===== config.mk =====
export PLATFORM = sky130hd
export DESIGN_NAME = serial_add16
export DESIGN_NICKNAME = d
export VERILOG_FILES = /design/src/rtl/serial_add16_pkg.sv /design/src/rtl/serial_add16_fa.sv /design/src/rtl/serial_add16.sv
export SDC_FILE = /design/constraint.sdc
export NUM_CORES = 1
export LEC_CHECK = 0
export ABC_AREA = 1
export BUFFER_PORTS_ARGS = -buffer_cell sky130_fd_sc_hd__buf_2
export CAP_MARGIN = 40
export CORE_MARGIN = 2
export CORE_UTILIZATION = 42
export CTS_BUF_LIST = sky130_fd_sc_hd__clkbuf_8
export DETAILED_ROUTE_END_ITERATION = 10
export HOLD_SLACK_MARGIN = 0.03
export PLACE_DENSITY = 0.6
export SLEW_MARGIN = 10
export SYNTH_ARGS = -nofsm -noshare
export SYNTH_HDL_FRONTEND = slang
export SYNTH_SLANG_ARGS = --single-unit

===== constraint.sdc =====
create_clock -name clk -period 1.6 [get_ports clk]
set_input_delay 0 -clock clk [delete_from_list [all_inputs] [get_ports clk]]
set_output_delay 0 -clock clk [all_outputs]
set_load 0.005 [all_outputs]

===== src/rtl/serial_add16_pkg.sv =====
// Shared constants for the bit-serial 16-bit adder.
// Holds the datapath width, counter width and FSM state encodings.
package serial_add16_pkg;

    localparam int SA_WIDTH = 16;
    localparam int CNT_W    = 4;

    typedef enum logic [1:0] {
        IDLE = 2'd0,
        ADD  = 2'd1,
        DONE = 2'd2
    } state_t;

endpackage


===== src/rtl/serial_add16_fa.sv =====
// One-bit full-add cell used by the serial adder datapath.
// Pure combinational: sum and carry out of a, b and carry-in c.
module serial_add16_fa (
    input  logic a,
    input  logic b,
    input  logic c,
    output logic sum,
    output logic carry
);

    assign sum   = a ^ b ^ c;
    assign carry = (a & b) | (a & c) | (b & c);

endmodule


===== src/rtl/serial_add16.sv =====
// Bit-serial 16-bit adder: one bit per clock, LSB first, through a single
// full-add cell and carry flip-flop; flags load together on completion.
module serial_add16
    import serial_add16_pkg::*;
#(
    parameter int WIDTH = SA_WIDTH
) (
    input  logic             clk,
    input  logic             rst_n,
    input  logic             start,
    input  logic [WIDTH-1:0] a,
    input  logic [WIDTH-1:0] b,
    input  logic             cin,
    output logic             busy,
    output logic             done,
    output logic [WIDTH-1:0] sum,
    output logic             cout,
    output logic             ovf,
    output logic             zr,
    output logic             ng
);

    localparam logic [CNT_W-1:0] LAST = CNT_W'(WIDTH - 1);

    state_t           state;
    logic [WIDTH-1:0] sh_a;
    logic [WIDTH-1:0] sh_b;
    logic [WIDTH-1:0] acc;
    logic             carry_q;
    logic [CNT_W-1:0] cnt;
    logic             fa_sum;
    logic             fa_carry;
    logic [WIDTH-1:0] sum_next;

    serial_add16_fa u_fa (
        .a     (sh_a[0]),
        .b     (sh_b[0]),
        .c     (carry_q),
        .sum   (fa_sum),
        .carry (fa_carry)
    );

    // New bit enters at the top so the result lands LSB-aligned after 16 shifts
    assign sum_next = {fa_sum, acc[WIDTH-1:1]};

    always_ff @(posedge clk or negedge rst_n) begin
        if (!rst_n) begin
            state   <= IDLE;
            busy    <= 1'b0;
            done    <= 1'b0;
            sum     <= '0;
            cout    <= 1'b0;
            ovf     <= 1'b0;
            zr      <= 1'b0;
            ng      <= 1'b0;
            cnt     <= '0;
            carry_q <= 1'b0;
            sh_a    <= '0;
            sh_b    <= '0;
            acc     <= '0;
        end else begin
            case (state)
                IDLE, DONE: begin
                    done <= 1'b0;
                    if (start) begin
                        sh_a    <= a;
                        sh_b    <= b;
                        carry_q <= cin;
                        acc     <= '0;
                        cnt     <= '0;
                        busy    <= 1'b1;
                        state   <= ADD;
                    end else begin
                        state <= IDLE;
                    end
                end
                ADD: begin
                    sh_a    <= sh_a >> 1;
                    sh_b    <= sh_b >> 1;
                    acc     <= sum_next;
                    carry_q <= fa_carry;
                    cnt     <= cnt + CNT_W'(1);
                    if (cnt == LAST) begin
                        // carry_q here is the carry into the sign bit
                        state <= DONE;
                        busy  <= 1'b0;
                        done  <= 1'b1;
                        sum   <= sum_next;
                        cout  <= fa_carry;
                        ovf   <= carry_q ^ fa_carry;
                        zr    <= (sum_next == '0);
                        ng    <= fa_sum;
                    end
                end
                default: begin
                    state <= IDLE;
                    busy  <= 1'b0;
                    done  <= 1'b0;
                end
            endcase
        end
    end

endmodule


# After elaboration in Yosys (flattened, before gate mapping)
# Cells that the tools add are included.
dict set report totals {
  register_bits 77
  wordCells 52
}
dict set report op_classes {
  reduce_logical 7
  bitwise_logic 8
  eq_ne 5
  n_addsub 1
  muxes 18
}
# cell count
set ops {}
lappend ops {{$pmux W16 S2} 3}
lappend ops {{$mux W16} 3}
lappend ops {{$logic_not A16 Y1} 1}
lappend ops {{$pmux W4 S2} 1}
lappend ops {{$mux W1} 6}
lappend ops {{$reduce_and A2 Y1} 3}
lappend ops {{$add A4 B1 Y4 const B} 1}
lappend ops {{$eq A4 B4 Y1 const B} 1}
lappend ops {{$mux W4} 1}
lappend ops {{$ne A2 B2 Y1 const B} 2}
lappend ops {{$pmux W1 S2} 2}
lappend ops {{$pmux W2 S2} 1}
lappend ops {{$and A1 B1 Y1} 3}
lappend ops {{$xor A1 B1 Y1} 3}
lappend ops {{$eq A2 B1 Y1 const B} 1}
lappend ops {{$eq A2 B2 Y1 const B} 1}
lappend ops {{$logic_not A2 Y1} 1}
lappend ops {{$mux W2} 1}
lappend ops {{$or A1 B1 Y1} 2}
lappend ops {{$reduce_bool A2 Y1} 1}
lappend ops {{$reduce_or A2 Y1} 1}

# Depth between registers and ports, before layout
# Gate-level depths: netlist of the first run.
dict set report depth {
  ltp_word 4
  ltp_mapped 8
  ltp_nobuf 7
}

# Hierarchy
# Synthesis of the first run repeated with hierarchy kept, for this count alone.
dict set report unflattened {
  cells_unflattened 339
  area_unflattened_um2 3216.8
}
# mod n_inst cells_each area_each_um2
set by_module_without_submodules {}
lappend by_module_without_submodules {serial_add16 1 338 3196.8}
lappend by_module_without_submodules {serial_add16_fa 1 1 20.0}

# Least setup slack after synthesis of the first run
# Ideal clock, no wire load.
dict set report synth_path {
  path_kind {register -> register}
  startpoint {register carry_q}
  endpoint {register zr}
  setup_ps 117
  path_buffers 0
  required_ps 1483
  stages_incl_launch_ff 7
  slack_ps 285
  t_arrival_ps 1198
  cell_sequence {dfrtp_1 fa_1 nor2_1 nand2_1 nor2_1 nand3_1 nand2_1}
}
dict set report synth_via {
  elab_chain_len 2
}
# item line_no
set synth_lines {}
lappend synth_lines {{start: declaration} serial_add16.sv:29} ;# logic carry_q;
lappend synth_lines {{start signal: assignment} serial_add16.sv:68} ;# carry_q <= cin;
lappend synth_lines {{start signal: assignment} serial_add16.sv:81} ;# carry_q <= fa_carry;
lappend synth_lines {{$xor A1 B1 Y1} serial_add16_fa.sv:11} ;# assign sum = a ^ b ^ c;
lappend synth_lines {{net fa_sum} serial_add16.sv:31} ;# logic fa_sum;
lappend synth_lines {{$logic_not A16 Y1} serial_add16.sv:91} ;# zr <= (sum_next == '0);
lappend synth_lines {{end signal: assignment} serial_add16.sv:91}
lappend synth_lines {{end: declaration} serial_add16.sv:19} ;# output logic zr,
# The timed path passes the listed nets, and every way through them passes these cells.
# A chain may end at the register's enable or synchronous reset.

# Final worst setup path of the first run
# Ends and elaborated chain as after synthesis.

==> reports/results.txt, run 1 <==
status - finished, final reports clean
DRC violations left - 0
period utilization - 85.35%
Mapped Cells - 340
diode count - 0
sequential cell area - 1852 µm²
Final Core Density - 56.81%
initial antenna violation count - 0
worst-path maximum fanout - 3
synthesized flop and latch total - 74
TritonRoute pass-1 iters - 5
Detail Placement HPWL - 3.923 mm
vias in the first global route - 2472
Ports - 58
clk root buf - clkbuf_8
1st-iter DRT viols - 146
full die area - 8204 µm²
RSZ-0062 raised after global routing - false
fin worst setup slack - 0.2344 ns
Die W - 90.58 µm
Worst Path Required - 1.88 ns
via count - 2505
antenna viol nets, final - 0
clk_lat worst skew - 0.34 ns
fin area - 4120 µm²
Max Clock Freq - 0.7323 GHz
DR WL/cell - 11.85 µm
IO Port Bufs - 57
footprint of the multi-input gates - 1077 µm²
Final Hold Vio Count - 0
pre-CTS WS - 0.2372 ns
setup_tns - 0 ns
Fin Clk Skew - 0.009374 ns
layout cell share with drive strength beyond 1 - 23.46%
reg-to-reg slack, setup - 0.23 ns
Num CTS Buffers - 9
CTS sink cnt - 74
post-route minimum period - 1.366 ns
DP Area - 3513 µm²
Slew Viols, Final - 0
critical path endpoint category - flip-flop
initial core utilization - 43.40%
Slew @ Worst Pin - 0.3825 ns
layout net count - 472
share of the synthesized area in the top cell type - 58.82%
core area - 7253 µm²
largest area contributor in the netlist - dfrtp_1
Mapped Nets - 378
CP arrival - 1.64 ns
largest net degree at the start of global routing - 75
# placed instances - 488
register area share after synthesis - 58.82%
DRT Wirelength - 6.376 mm
Pwr Density - 1905 nW/µm²
total track usage - 17.13%
number of max-cap violations - 0
worst vdd ir - 0.0009271 V
CTS tree - built
first-pass GRT wire length - 11.37 mm
WS Path Type - flip-flop to flip-flop
fill cell count - 666
min-delay worst type - input port to flip-flop
Ys Warns - 0
GRT overflow - 0
Synth Cell Area - 3148 µm²
Netlist cell types - 23
H-tree depth - 3
count of final setup violators - 0
synthesized area per cell - 9.259 µm²
Non-Filler Instances - 538
CTS max path bufs - 2
vias per cell - 4.656
Pleak - 0.002066 µW
top cells by area, synth - dfrtp_1 (59%), nand2_1 (17%), nand3_1 (5.2%), o21ai_2 (4.2%), buf_6 (3.6%)
Layout area overhead - 30.88%
RePlAce Congestion - 0.7244
FP Rows - 31
Slew headroom - 74.50%
Die Y - 90.58 µm
Worst-path clk slew - 0.07 ns
startpoint types - flip-flop
[path summary, 6_finish.rpt]
kind                         start  endpoint  cells past startpoint
setup / recovery           carry_q        zr                      6
hold / removal               start      busy                      5
setup reg to reg           carry_q        zr                      6
hold reg to reg               busy      busy                      2
max in group asynchronous    rst_n       ovf                      3
min in group asynchronous    rst_n    acc[5]                      3
[area by class of cell]
class                   count  area share [%]
multi-input cells         230           26.15
repair buffers             99           17.55
inverters                  20           1.883
flip-flops and latches     74           44.94
clock buffers              10           3.340
clock inverters             6           3.128
well taps                  99           3.006
[kinds of logic after synthesis]
group	Yosys count	share of synthesized area [%]
AND/OR/NAND/NOR	193	25.20
flip-flops	74	58.82
buffers and inverters	36	6.956
AO/OA/AOI/OAI	34	7.711
adder cells (fa/ha/maj)	2	1.033
XOR/XNOR	1	0.2783
[metrics by stage]
| stage | hold WS (ns) | total power [µW] |
|---|---|---|
| 2_1_floorplan | -0.2956 | 5254 |
| 3_3_place_gp | 0.06580 | 5879 |
| 3_5_place_dp | 0.06326 | 5964 |
| 4_1_cts | 0.03000 | 7957 |
| 5_1_grt | 0.05005 | 8512 |
| 6_report | 0.04570 | 7848 |
[flip-flops by register name, summed over array words and instances (netlist names), 2 cells and up]
name / cells
sh_a: 16
sh_b: 16
acc: 15
sum: 15
cnt: 4
state: 2
[timing repair]
item | in CTS | in global routing
hold buffers | 34 | 0
endpoints found under the hold margin | 107 | 0
endpoints found under the setup margin | 0 | 0
buffers inserted | 0 | 0
resized for setup | 0 | 0
[critical path, cell delays in order (launching register included)]
cell and delay (ns):
dfrtp_1 0.42, fa_1 0.52, nor2_1 0.10, nand2_1 0.05, nor2_1 0.08, nand3_1 0.08, nand2_1 0.06
[routing by layer]
metal	up-vias	wire length (µm)	global-route usage, %
met5	-	0	0
met4	0	0	2.821
met2	62	3126	29.17
met3	0	309	6.344
met1	1179	2939	21.18
li1	1264	-	-
[power by group]
group          internal (µW)  switching [µW]
combinational           1170            1570
clock                   1230             669
sequential              2740             476
[cells in the mapped netlist (all sizes together)]
cell type,instances
dfrtp,74
a21oi,3
buf,13
o22ai,13
nor3b,1
xnor2,1
fa,1
o21ai,18
clkbuf,3
inv,20
nand3,34
nor2,15
nand2,143
ha,1
[cells in the final DEF, fill, tap and decap left out]
cell,instances
a21oi_1,3
buf_12,3
buf_2,57
buf_4,5
bufinv_16,4
clkbuf_8,10
clkinv_2,1
dfrtp_1,74
dlygate4sd3_1,34
fa_1,1
ha_1,1
inv_1,17
inv_2,3
inv_4,1
nand2_1,142
nand2_4,1
nand3_1,33
nand3_2,1
nor2_1,13
nor2_2,1
nor2_4,1
nor3b_1,1
o21ai_0,3
o21ai_2,15
o22ai_1,13
xnor2_1,1
Power figures use the tool's default switching activity.
==> inputs of run 2 (changes only) <==
--- a/config.mk
+++ b/config.mk
@@ -13,7 +13,7 @@
 export CTS_BUF_LIST = sky130_fd_sc_hd__clkbuf_8
 export DETAILED_ROUTE_END_ITERATION = 10
 export HOLD_SLACK_MARGIN = 0.03
-export PLACE_DENSITY = 0.6
+export PLACE_DENSITY = 0.72
 export SLEW_MARGIN = 10
 export SYNTH_ARGS = -nofsm -noshare
 export SYNTH_HDL_FRONTEND = slang
==> run 2 against run 1 <==
Net effect:
- cell count is the same
- non-clock buffer count unchanged
- via count grew 1.0%
- largest power group unchanged
==> reports/results.txt, run 2 (synthesis gave the netlist of run 1 again) <==
number of max-cap violations - 0 (unchanged)
Hold Path Cell Cnt - 5 (unchanged)
vias in the first global route - 2380 (was 2472)
Worst Path Required - 1.87 ns (was 1.88 ns)
Layout area overhead - 27.50% (was 30.88%)
Met3 Routed Length - 365 µm (was 309 µm)
Die Y - 90.58 µm (unchanged)
Slew Viols, Final - 0 (unchanged)
startpoint types - flip-flop (unchanged)
critical path endpoint category - flip-flop (unchanged)
via count - 2530 (was 2505)
commonest non-fill, non-tap cell in the layout - nand2_1 (unchanged)
Detail Placement HPWL - 4.062 mm (was 3.923 mm)
1st-iter DRT viols - 146 (unchanged)
setup_tns - 0 ns (unchanged)
Largest stage delay, worst path - 0.53 ns (was 0.52 ns)
WP depth - 6 (unchanged)
DP Area - 3491 µm² (was 3513 µm²)
Post-Route M1 WL - 2.891 mm (was 2.939 mm)
DRT Wirelength - 6.442 mm (was 6.376 mm)
Ports - 58 (unchanged)
antenna viol nets, final - 0 (unchanged)
clk root buf - clkbuf_8 (unchanged)
CTS sink cnt - 74 (unchanged)
layout net count - 472 (unchanged)
RePlAce Congestion - 0.7338 (was 0.7244)
Slew headroom - 65.29% (was 74.50%)
TritonRoute pass-1 iters - 4 (was 5)
total power after layout - 7229 µW (was 7848 µW)
Num CTS Buffers - 9 (unchanged)
CP bufs+invs - 0 (unchanged)
largest net degree at the start of global routing - 43 (was 75)
reg-to-reg slack, setup - 0.17 ns (was 0.23 ns)
Worst R2R Path Depth - 6 (unchanged)
worst-path maximum fanout - 3 (unchanged)
leading cell types in the layout, fill and taps excluded - nand2_1 (142), dfrtp_1 (74), buf_2 (56) (was nand2_1 (142), dfrtp_1 (74), buf_2 (57))
Largest regs - sh_a (16), sh_b (16) (unchanged)
DRC violations left - 0 (unchanged)
CP arrival - 1.70 ns (was 1.64 ns)
vias per cell - 4.703 (was 4.656)
total track usage - 16.77% (was 17.13%)
Max Used Layer - met4 (was met3)
H-tree depth - 3 (unchanged)
min-delay worst type - input port to flip-flop (unchanged)
Worst-path clk slew - 0.07 ns (about the same)
FP Rows - 31 (unchanged)
Slew @ Worst Pin - 0.5207 ns (was 0.3825 ns)
Fin Clk Skew - 0.009458 ns (was 0.009374 ns)
Worst path slowest cell - fa_1 (unchanged)
post-route minimum period - 1.425 ns (was 1.366 ns)
IO Port Bufs - 57 (unchanged)
DR WL/cell - 11.97 µm (was 11.85 µm)
clk_lat worst skew - 0.34 ns (about the same)
layout cell share with drive strength beyond 1 - 23.23% (was 23.46%)
crit-path leading delay family - adder cells (unchanged)
count of final setup violators - 0 (unchanged)
status - finished, final reports clean (unchanged)
worst vdd ir - 0.0008056 V (was 0.0009271 V)
Pleak - 0.002024 µW (was 0.002066 µW)
fin area - 4014 µm² (was 4120 µm²)
initial antenna violation count - 0 (unchanged)
period utilization - 89.07% (was 85.35%)
initial core utilization - 43.40% (unchanged)
Max Clock Freq - 0.7017 GHz (was 0.7323 GHz)
diode count - 0 (unchanged)
RSZ-0062 raised after global routing - false (unchanged)
Pwr Density - 1801 nW/µm² (was 1905 nW/µm²)
first-pass GRT wire length - 11.16 mm (was 11.37 mm)
full die area - 8204 µm² (unchanged)
GRT overflow - 0 (unchanged)
Die W - 90.58 µm (unchanged)
routed length on met2 - 3.128 mm (was 3.126 mm)
CTS max path bufs - 2 (unchanged)
CP Cell Sequence - fa_1 -> nor2_1 -> nand2_1 -> nor2_1 -> nand3_1 -> nand2_1 (unchanged)
Final Hold Vio Count - 0 (unchanged)
WS Path Type - flip-flop to flip-flop (unchanged)
CTS tree - built (unchanged)
core area - 7253 µm² (unchanged)
[run 2: cell types whose count changed in the layout (fill, tap and decap cells not counted), sizes merged]
cell and delta:
bufinv -4, clkbuf +2, clkinv +1, inv +1
[run 2: cell type report]
class	instances	area, µm²
tap	99	123.9
clock buffer	12	165.2
inverter	20	77.57
multi-input combinational	230	1077
clock inverter	4	17.52
fill	660	3239
sequential	74	1852
timing repair buffer	99	700.7
[run 2: timing repair]
item | 4_1_cts | 5_1_grt
hold buffers | 34 | 0
buffers inserted | 0 | 0
hold endpoints to repair | 72 | 0
resized for setup | 0 | 0
[run 2: final timing paths]
kind                         start      end
max reg2reg                carry_q       zr
max                        carry_q       zr
min in group asynchronous    rst_n   sum[5]
max in group asynchronous    rst_n  sh_b[0]
min reg2reg                   busy     busy
min                          start     busy
[run 2: power breakdown]
group	leakage, µW	switching, µW	internal, µW
registers	0.000917	478	2740
clock network	0.000105	636	674
logic	0.00100	1570	1130
[run 2: layer usage]
layer | vias to the layer above | track usage [%]
met5 | - | 0
met4 | 0 | 3.462
met3 | 7 | 5.760
met2 | 85 | 27.61
met1 | 1168 | 21.57
li1 | 1270 | -
[run 2: worst reg2reg max path: cells and delay by family, from the launching register on]
kind | cells | cell delay [ns]
fa+ha+maj | 1 | 0.53
flops | 1 | 0.42
simple gates | 5 | 0.41
[run 2: through the flow]
step / hold slack (ns) / worst slack (ns) / std cells / util, %
after floorplan: -0.2956 / 0.2850 / 340 / -
after global placement: 0.01074 / 0.1989 / 488 / 48.13
after detailed placement: 0.01851 / 0.1816 / 488 / 48.13
after CTS: 0.03388 / 0.1678 / 538 / 55.34
after global routing: 0.05423 / 0.04067 / 538 / 55.34
final: 0.04720 / 0.1749 / 538 / 55.34
